==> config.mk <==
export PLATFORM = sky130hd
export DESIGN_NAME = cp_fifo_controller_flat
export DESIGN_NICKNAME = d
export VERILOG_FILES = /design/src/rtl/cp_fifo_controller_if.sv /design/src/rtl/cp_fifo_controller.sv /design/src/flat_wrapper.sv
export SDC_FILE = /design/constraint.sdc
export NUM_CORES = 1
export LEC_CHECK = 0
export BUFFER_PORTS_ARGS = -buffer_cell sky130_fd_sc_hd__buf_4
export CORE_ASPECT_RATIO = 0.6
export CORE_MARGIN = 10
export CORE_UTILIZATION = 49
export DETAILED_ROUTE_END_ITERATION = 6
export HOLD_SLACK_MARGIN = 0.1
export PLACE_DENSITY = 0.78
export SLEW_MARGIN = 20
export SYNTH_ARGS = -nofsm -noshare
export SYNTH_HDL_FRONTEND = slang
export SYNTH_SLANG_ARGS = --single-unit
==> constraint.sdc <==
create_clock -name clk -period 4.7 [get_ports clk]
set_input_delay 0.235 -clock clk [delete_from_list [all_inputs] [get_ports clk]]
set_output_delay 0.235 -clock clk [all_outputs]
set_load 0.005 [all_outputs]
==> src/rtl/cp_fifo_controller_if.sv <==
// ---------------------------------------------------------------------------
// cp_fifo_controller_if
// Line-fetch channel between the CP FIFO controller and the memory/parser
// side.
//   FetchValid  fetch request valid (controller -> memory)
//   FetchAddr   line address to fetch (controller -> memory)
//   FetchReady  request accepted (memory -> controller)
//   FetchDone   pulse: fetched line delivered downstream (memory -> controller)
//   FetchError  qualifies FetchDone with a bus error (memory -> controller)
//   SlotFree    downstream line buffer can take a line (parser -> controller)
// The modport "master" is the controller side; "slave" is the memory side.
// ---------------------------------------------------------------------------
interface cp_fifo_controller_if;
   logic        FetchValid;
   logic [31:0] FetchAddr;
   logic        FetchReady;
   logic        FetchDone;
   logic        FetchError;
   logic        SlotFree;

   modport master (
      output FetchValid, FetchAddr,
      input  FetchReady, FetchDone, FetchError, SlotFree
   );

   modport slave (
      input  FetchValid, FetchAddr,
      output FetchReady, FetchDone, FetchError, SlotFree
   );
endinterface

==> src/rtl/cp_fifo_controller.sv <==
// ---------------------------------------------------------------------------
// cp_fifo_controller
// Sequences the command processor's memory-resident ring FIFO: tracks the
// CPU write pointer and the parser read pointer, keeps the read/write
// distance, issues one line fetch at a time and pulses breakpoint /
// overflow / underflow events back to the register block.
//
// Ports:
//   clk, reset            clock, synchronous active-high reset
//   FIFOBase / FIFOEnd    ring start address / address of the last line
//   FIFOHigh/LowWatermark overflow / underflow thresholds in bytes
//   FIFOBreakpoint        read-pointer breakpoint address
//   FIFONewBase           pulse: reload both pointers from FIFOBase
//   EnGPFIFO / EnBP       fetch enable / breakpoint enable
//   LineWrite             pulse: CPU wrote one line at the write pointer
//   fetch                 line-fetch channel (cp_fifo_controller_if.master)
//   FIFOWritePointer, FIFOReadPointer, FIFORWDistance   ring status
//   IntBP, IntFIFOverflow, IntFIFOUnderflow             one-cycle events
//   StatGPReadIdle        idle with no fetch outstanding
//   FIFOErrors            error count
//
// Build option: define CP_FIFO_ERRORS_EN to get a saturating error counter
// on FIFOErrors (bus errors and writes into a full ring). Without it
// FIFOErrors is tied to zero.
// ---------------------------------------------------------------------------
module cp_fifo_controller #(
   parameter int LINE_BYTES = 32,
   parameter int ERR_W      = 16
) (
   input  logic                 clk,
   input  logic                 reset,
   input  logic [31:0]          FIFOBase,
   input  logic [31:0]          FIFOEnd,
   input  logic [31:0]          FIFOHighWatermark,
   input  logic [31:0]          FIFOLowWatermark,
   input  logic [31:0]          FIFOBreakpoint,
   input  logic                 FIFONewBase,
   input  logic                 EnGPFIFO,
   input  logic                 EnBP,
   input  logic                 LineWrite,
   cp_fifo_controller_if.master fetch,
   output logic [31:0]          FIFOWritePointer,
   output logic [31:0]          FIFOReadPointer,
   output logic [31:0]          FIFORWDistance,
   output logic                 IntBP,
   output logic                 IntFIFOverflow,
   output logic                 IntFIFOUnderflow,
   output logic                 StatGPReadIdle,
   output logic [ERR_W-1:0]     FIFOErrors
);

   localparam logic [31:0] LINE_STEP  = 32'(LINE_BYTES);
   localparam logic [31:0] ALIGN_MASK = ~(LINE_STEP - 32'd1);

   typedef enum logic [1:0] {ST_IDLE, ST_ISSUE, ST_WAIT, ST_BREAK} state_t;

   state_t      state;
   logic        discard;      // a FIFONewBase hit while a fetch was in flight
   logic        bp_block;     // breakpoint already taken at this read pointer
   logic [31:0] dist_prev;    // distance one cycle ago, for edge detection

   logic [31:0] base_al;
   logic [31:0] end_al;
   logic        wr_adv;
   logic        rd_adv;
   logic        bp_match;

   function automatic logic [31:0] next_ptr(input logic [31:0] p,
                                            input logic [31:0] base,
                                            input logic [31:0] last);
      return (p == last) ? base : p + LINE_STEP;
   endfunction

   // Keep pointers line aligned even if software writes stray low bits.
   assign base_al  = FIFOBase & ALIGN_MASK;
   assign end_al   = FIFOEnd  & ALIGN_MASK;

   // FIFONewBase overrides both pointer movements in the same cycle.
   assign wr_adv   = LineWrite && !FIFONewBase;
   assign rd_adv   = (state == ST_WAIT) && fetch.FetchDone && !discard && !FIFONewBase;
   assign bp_match = EnBP && (FIFOReadPointer == FIFOBreakpoint);

   always_ff @(posedge clk) begin
      if (reset) begin
         state            <= ST_IDLE;
         discard          <= 1'b0;
         bp_block         <= 1'b0;
         dist_prev        <= '0;
         FIFOWritePointer <= '0;
         FIFOReadPointer  <= '0;
         FIFORWDistance   <= '0;
         IntBP            <= 1'b0;
         IntFIFOverflow   <= 1'b0;
         IntFIFOUnderflow <= 1'b0;
         StatGPReadIdle   <= 1'b1;
         fetch.FetchValid <= 1'b0;
         fetch.FetchAddr  <= '0;
      end else begin
         IntBP <= 1'b0;

         // Pointers, distance and watermark edge detection
         if (FIFONewBase) begin
            FIFOWritePointer <= base_al;
            FIFOReadPointer  <= base_al;
            FIFORWDistance   <= '0;
            // Matching dist_prev to the new distance suppresses any edge.
            dist_prev        <= '0;
            IntFIFOverflow   <= 1'b0;
            IntFIFOUnderflow <= 1'b0;
         end else begin
            if (wr_adv) FIFOWritePointer <= next_ptr(FIFOWritePointer, base_al, end_al);
            if (rd_adv) FIFOReadPointer  <= next_ptr(FIFOReadPointer, base_al, end_al);
            case ({wr_adv, rd_adv})
               2'b10:   FIFORWDistance <= FIFORWDistance + LINE_STEP;
               2'b01:   FIFORWDistance <= FIFORWDistance - LINE_STEP;
               default: FIFORWDistance <= FIFORWDistance;
            endcase
            dist_prev        <= FIFORWDistance;
            IntFIFOverflow   <= (FIFORWDistance > FIFOHighWatermark) &&
                                !(dist_prev > FIFOHighWatermark);
            IntFIFOUnderflow <= (FIFORWDistance < FIFOLowWatermark) &&
                                !(dist_prev < FIFOLowWatermark);
         end

         // Re-arm the breakpoint once the read pointer moves or EnBP drops.
         if (FIFONewBase || rd_adv || !EnBP) bp_block <= 1'b0;

         // Fetch sequencing
         case (state)
            ST_IDLE: begin
               if (!FIFONewBase && bp_match && !bp_block && FIFORWDistance != '0) begin
                  state          <= ST_BREAK;
                  IntBP          <= 1'b1;
                  bp_block       <= 1'b1;
                  StatGPReadIdle <= 1'b0;
               end else if (!FIFONewBase && EnGPFIFO && FIFORWDistance != '0 && fetch.SlotFree) begin
                  state            <= ST_ISSUE;
                  fetch.FetchValid <= 1'b1;
                  fetch.FetchAddr  <= FIFOReadPointer;
                  StatGPReadIdle   <= 1'b0;
               end
            end
            ST_ISSUE: begin
               // An accepted request must be followed to completion; a
               // simultaneous FIFONewBase only marks its data for discard.
               if (fetch.FetchReady) begin
                  state            <= ST_WAIT;
                  fetch.FetchValid <= 1'b0;
                  if (FIFONewBase) discard <= 1'b1;
               end else if (FIFONewBase || !EnGPFIFO) begin
                  state            <= ST_IDLE;
                  fetch.FetchValid <= 1'b0;
                  StatGPReadIdle   <= 1'b1;
               end
            end
            ST_WAIT: begin
               if (fetch.FetchDone) begin
                  // FetchError still completes the transaction.
                  state          <= ST_IDLE;
                  discard        <= 1'b0;
                  StatGPReadIdle <= 1'b1;
               end else if (FIFONewBase) begin
                  discard <= 1'b1;
               end
            end
            ST_BREAK: begin
               if (!bp_match) begin
                  state          <= ST_IDLE;
                  StatGPReadIdle <= 1'b1;
               end
            end
            default: begin
               state          <= ST_IDLE;
               StatGPReadIdle <= 1'b1;
            end
         endcase
      end
   end

`ifdef CP_FIFO_ERRORS_EN
   logic [31:0] ring_bytes;
   logic        ring_full;
   logic [1:0]  err_inc;

   function automatic logic [ERR_W-1:0] sat_add(input logic [ERR_W-1:0] acc,
                                                input logic [1:0]       inc);
      logic [ERR_W:0] sum;
      sum = {1'b0, acc} + {{(ERR_W-1){1'b0}}, inc};
      return sum[ERR_W] ? {ERR_W{1'b1}} : sum[ERR_W-1:0];
   endfunction

   assign ring_bytes = end_al - base_al + LINE_STEP;
   assign ring_full  = FIFORWDistance >= ring_bytes;
   assign err_inc    = {1'b0, fetch.FetchDone && fetch.FetchError} +
                       {1'b0, LineWrite && ring_full};

   always_ff @(posedge clk) begin
      if (reset || FIFONewBase) FIFOErrors <= '0;
      else                      FIFOErrors <= sat_add(FIFOErrors, err_inc);
   end
`else
   logic unused_fetch_error;
   assign unused_fetch_error = fetch.FetchError;
   assign FIFOErrors         = '0;
`endif

endmodule

==> src/flat_wrapper.sv <==
// flat-port wrapper written by rule: the top's interface ports become plain ports
module cp_fifo_controller_flat 
#(
   parameter int LINE_BYTES = 32,
   parameter int ERR_W      = 16
)
  (clk, reset, FIFOBase, FIFOEnd, FIFOHighWatermark, FIFOLowWatermark, FIFOBreakpoint, FIFONewBase, EnGPFIFO, EnBP, LineWrite, FIFOWritePointer, FIFOReadPointer, FIFORWDistance, IntBP, IntFIFOverflow, IntFIFOUnderflow, StatGPReadIdle, FIFOErrors, fetch_FetchValid, fetch_FetchAddr, fetch_FetchReady, fetch_FetchDone, fetch_FetchError, fetch_SlotFree);
  cp_fifo_controller_if fetch_i ();
  input  logic clk;
  input  logic reset;
  input  logic [31:0] FIFOBase;
  input  logic [31:0] FIFOEnd;
  input  logic [31:0] FIFOHighWatermark;
  input  logic [31:0] FIFOLowWatermark;
  input  logic [31:0] FIFOBreakpoint;
  input  logic FIFONewBase;
  input  logic EnGPFIFO;
  input  logic EnBP;
  input  logic LineWrite;
  output logic [31:0] FIFOWritePointer;
  output logic [31:0] FIFOReadPointer;
  output logic [31:0] FIFORWDistance;
  output logic IntBP;
  output logic IntFIFOverflow;
  output logic IntFIFOUnderflow;
  output logic StatGPReadIdle;
  output logic [ERR_W-1:0] FIFOErrors;
  output wire logic [$bits(fetch_i.FetchValid)-1:0] fetch_FetchValid;
  output wire logic [$bits(fetch_i.FetchAddr)-1:0] fetch_FetchAddr;
  input wire logic [$bits(fetch_i.FetchReady)-1:0] fetch_FetchReady;
  input wire logic [$bits(fetch_i.FetchDone)-1:0] fetch_FetchDone;
  input wire logic [$bits(fetch_i.FetchError)-1:0] fetch_FetchError;
  input wire logic [$bits(fetch_i.SlotFree)-1:0] fetch_SlotFree;
  assign fetch_FetchValid = fetch_i.FetchValid;
  assign fetch_FetchAddr = fetch_i.FetchAddr;
  assign fetch_i.FetchReady = fetch_FetchReady;
  assign fetch_i.FetchDone = fetch_FetchDone;
  assign fetch_i.FetchError = fetch_FetchError;
  assign fetch_i.SlotFree = fetch_SlotFree;
  cp_fifo_controller #(.LINE_BYTES(LINE_BYTES), .ERR_W(ERR_W)) u_core (.clk(clk), .reset(reset), .FIFOBase(FIFOBase), .FIFOEnd(FIFOEnd), .FIFOHighWatermark(FIFOHighWatermark), .FIFOLowWatermark(FIFOLowWatermark), .FIFOBreakpoint(FIFOBreakpoint), .FIFONewBase(FIFONewBase), .EnGPFIFO(EnGPFIFO), .EnBP(EnBP), .LineWrite(LineWrite), .fetch(fetch_i), .FIFOWritePointer(FIFOWritePointer), .FIFOReadPointer(FIFOReadPointer), .FIFORWDistance(FIFORWDistance), .IntBP(IntBP), .IntFIFOverflow(IntFIFOverflow), .IntFIFOUnderflow(IntFIFOUnderflow), .StatGPReadIdle(StatGPReadIdle), .FIFOErrors(FIFOErrors));
endmodule
==> run_results.csv <==
group,metric,value,unit
yosys,yosysWarningCount,0,
timing,timing.final.ws_setup,742,ps
clocking,clock_latency,450,ps
flow_run,cap_violations,0,
worst_hold_path,hold_path_startpoint,"FIFOBase[17]",
floorplanning,fp.dieW,226,um
placement,gp_congestion,0.979,
timing,rsz0062_at_grt,"false",
critical_path,reg2reg_setup_slack,740,ps
layout,final_nets,2089,
yosys,synth_area,12500,sq um
critical_path,setup.worst_path.start,"u_core.state[1]",
yosys,synth_flop_cell,"dfxtp_1",
drt,via_per_inst,6.02,
timing,layout_min_cycle_time,3960,ps
critical_path,reg2reg_from,"u_core.state[1]",
layout,layout_common_cells,"buf_4 (308), nor2_1 (174), dfxtp_1 (159)",
critical_path,crit_arrival,4290,ps
status,status,"finished clean",
drt,finalWirelength,45300,um
drt,drtAntennaViolNets,0,
floorplanning,fp.coreArea,25200,sq um
critical_path,cp_max_fo,56,
drt,dr.first_iter.drc_count,1878,
clocking,root_buffer,"clkbuf_16",
global_route,grt_max_degree,87,
timing,slew_viol_final,0,
power,p_leak,7.15,nW
clocking,cts_max_path_buffers,2,
clocking,post_cts_resized,0,
timing,setup_tns,0,ps
clocking,cts-buffers-inserted,17,
clocking,cts_max_level,4,
floorplanning,dieArea,32400,sq um
timing,timing.final.crit_share,0.842,
global_route,grt_remaining_overflow,0,
worst_hold_path,hold_end,"u_core.FIFOWritePointer[17]",
yosys,synth_area_per_cell,7.97,sq um
drt,wire_per_inst,21.1,um
timing,max_slew.worst_pin.slew,1120,ps
floorplanning,ios,319,
timing,clock.fmax,253,MHz
drt,first_pass_iters,7,
floorplanning,die_height,144,um
critical_path,worstPathRequired,5030,ps
yosys,synth-seq-cells,159,
floorplanning,start_util,0.495,
critical_path,crit_path_frequent_cell,"o21ai_1",
timing,setup_viol,0,
drt,num_vias,12900,
critical_path,cp_top_family,"compound AO/OA/AOI/OAI gates",
placement,dp_slack,846,ps
global_route,grt_pass1_wl,68400,um
clocking,cts_tree,"yes",
timing,whs,122,ps
floorplanning,rows,45,
layout,final_common_cell,"buf_4",
layout,num-fill-cells,2216,
critical_path,end_kind,"flop",
yosys,yosysSeqAreaShare,0.256,
power,power_density,220,nW/um^2
critical_path,worstSetupPathType,"flop to flop",
yosys,synth_cell_types,93,
yosys,synth_edf_count,0,
critical_path,crit_buf_inv,2,
critical_path,critPathLaunchType,"flop",
critical_path,critPathMaxStageDelay,450,ps
critical_path,worstRegToRegCells,13,
global_route,antenna_found_initial,2,
drt,drc,0,
critical_path,critical_path.slowest_cell,"dfxtp_1",
global_route,grt_pass1_vias,12000,
timing,hold_viol_final,0,
timing,max-slew-margin-rel,0.243,
layout,design_area,15300,sq um
timing,skew,8.91,ps
clocking,clk_pin_slew,70,ps
layout,area_growth,23.1,%
placement,post_dp_cell_area,14500,sq um
critical_path,r2r-end,"u_core.FIFORWDistance[28]",
worst_hold_path,min_path_cells,3,
layout,final_layout_size_suffix_gt1_frac,0.207,
yosys,post_synth_inst_count,1562,
global_route,track_usage,0.268,
power,ir_worst_vdd,0.252,mV
yosys,synth-async-reset-ratio,0,
clocking,numClockSinks,159,
placement,port_buffers,286,
worst_hold_path,min_path_type,"input port to flop",
placement,hpwl,35100,um
critical_path,path_cells,"nor2b_1 -> nand2_1 -> or2_2 -> nor2_1 -> ha_2 -> buf_12 -> clkinv_1 -> a21oi_1 -> o21ai_1 -> o21ai_1 -> nand3_1 -> a221oi_1 -> mux2_1",
==> repair_timing <==
| item | CTS | global route |
|---|---|---|
| buffers inserted | 0 | 0 |
| hold endpoints to repair | 36 | 0 |
| hold buffers | 26 | 0 |
==> cells in the mapped netlist, types with 23 or more instances <==
library cell / count / area share
nand3_1: 38 / 0.015
inv_1: 66 / 0.020
nand2_1: 69 / 0.021
and2_1: 37 / 0.019
a211oi_1: 33 / 0.020
ha_1: 113 / 0.11
mux2i_1: 39 / 0.031
nor2_1: 176 / 0.053
buf_4: 31 / 0.019
dfxtp_1: 159 / 0.26
clkbuf_1: 58 / 0.017
a21oi_1: 109 / 0.044
nand4_1: 36 / 0.018
xnor2_1: 23 / 0.016
nor4_1: 31 / 0.016
nor3_1: 34 / 0.014
o21ai_0: 64 / 0.026
xor2_1: 91 / 0.064
a21o_1: 39 / 0.024
==> flip-flops by register name (all words and copies together) (netlist names) <==
signal / flops
u_core.FIFOReadPointer: 32
u_core.discard: 1
u_core.IntBP: 1
u_core.FIFORWDistance: 27
u_core.state: 2
u_core.IntFIFOUnderflow: 1
u_core.FIFOWritePointer: 32
u_core.dist_prev: 27
u_core.IntFIFOverflow: 1
u_core.StatGPReadIdle: 1
u_core.fetch.FetchAddr: 32
u_core.fetch.FetchValid: 1
u_core.bp_block: 1
==> cell type report <==
class                           instances  area (sq um)  area share
Multi-Input combinational cell       1226          8330       0.543
Inverter                               67           251      0.0164
Timing Repair Buffer                  335          2590       0.169
Sequential cell                       159          3180       0.208
Clock buffer                           18           429      0.0280
Tap cell                              329           412      0.0268
Antenna cell                            1          2.50    0.000163
Clock inverter                         14           134     0.00873
==> worst max-delay path by stage <==
stage          cells after the start                   endpoint  slack, ps
2_1_floorplan                     22  u_core.FIFORWDistance[31]         50
3_3_place_gp                      13  u_core.FIFORWDistance[28]        870
3_5_place_dp                      13  u_core.FIFORWDistance[28]        850
4_1_cts                           13  u_core.FIFORWDistance[28]        820
5_1_grt                           13  u_core.FIFORWDistance[28]        430
6_report                          13  u_core.FIFORWDistance[28]        740
==> report_power, final <==
group	switching, W	internal, W	total, W	leakage [nW]
registers	0.0000844	0.00138	0.00146	1.29
logic	0.000269	0.000255	0.000525	5.58
clock network	0.000639	0.000739	0.00138	0.271
==> stage by stage <==
stage | std cells | util | power (W)
6_report | 2149 | 0.609 | 0.00337
4_1_cts | 2148 | 0.609 | 0.00337
2_1_floorplan | 1582 | - | 0.00173
3_5_place_dp | 2090 | 0.576 | 0.00199
5_1_grt | 2149 | 0.609 | 0.00349
3_3_place_gp | 2090 | 0.576 | 0.00197
==> per-layer routing <==
metal  vias to the layer above  routed length, um  share of wire  global-route usage
met5                         -                 11        0.00024                   0
met4                         2                907          0.020              0.0676
met3                        79               5820           0.13              0.0926
met2                       760              18400           0.41               0.368
met1                      6013              20200           0.44               0.385
li1                       6073                  -              -                   -
==> logic make-up (layout without fill, tap and decap cells) <==
logic type,count (synthesis),after routing,synth area share
adder cells (fa/ha/maj),113,113,0.113
AND/OR/NAND/NOR,537,537,0.221
buffers and inverters,197,434,0.0842
AO/OA/AOI/OAI,396,396,0.209
XOR/XNOR,114,114,0.0802
other,1,22,0.000301
multiplexers,45,45,0.0368
flip-flops,159,159,0.256
==> worst min-delay path, cell delays in order <==
cell,delay [ps]
buf_4,140
nor2_1,100
a211oi_1,50
Note: power is estimated with default switching activity, not from simulation.
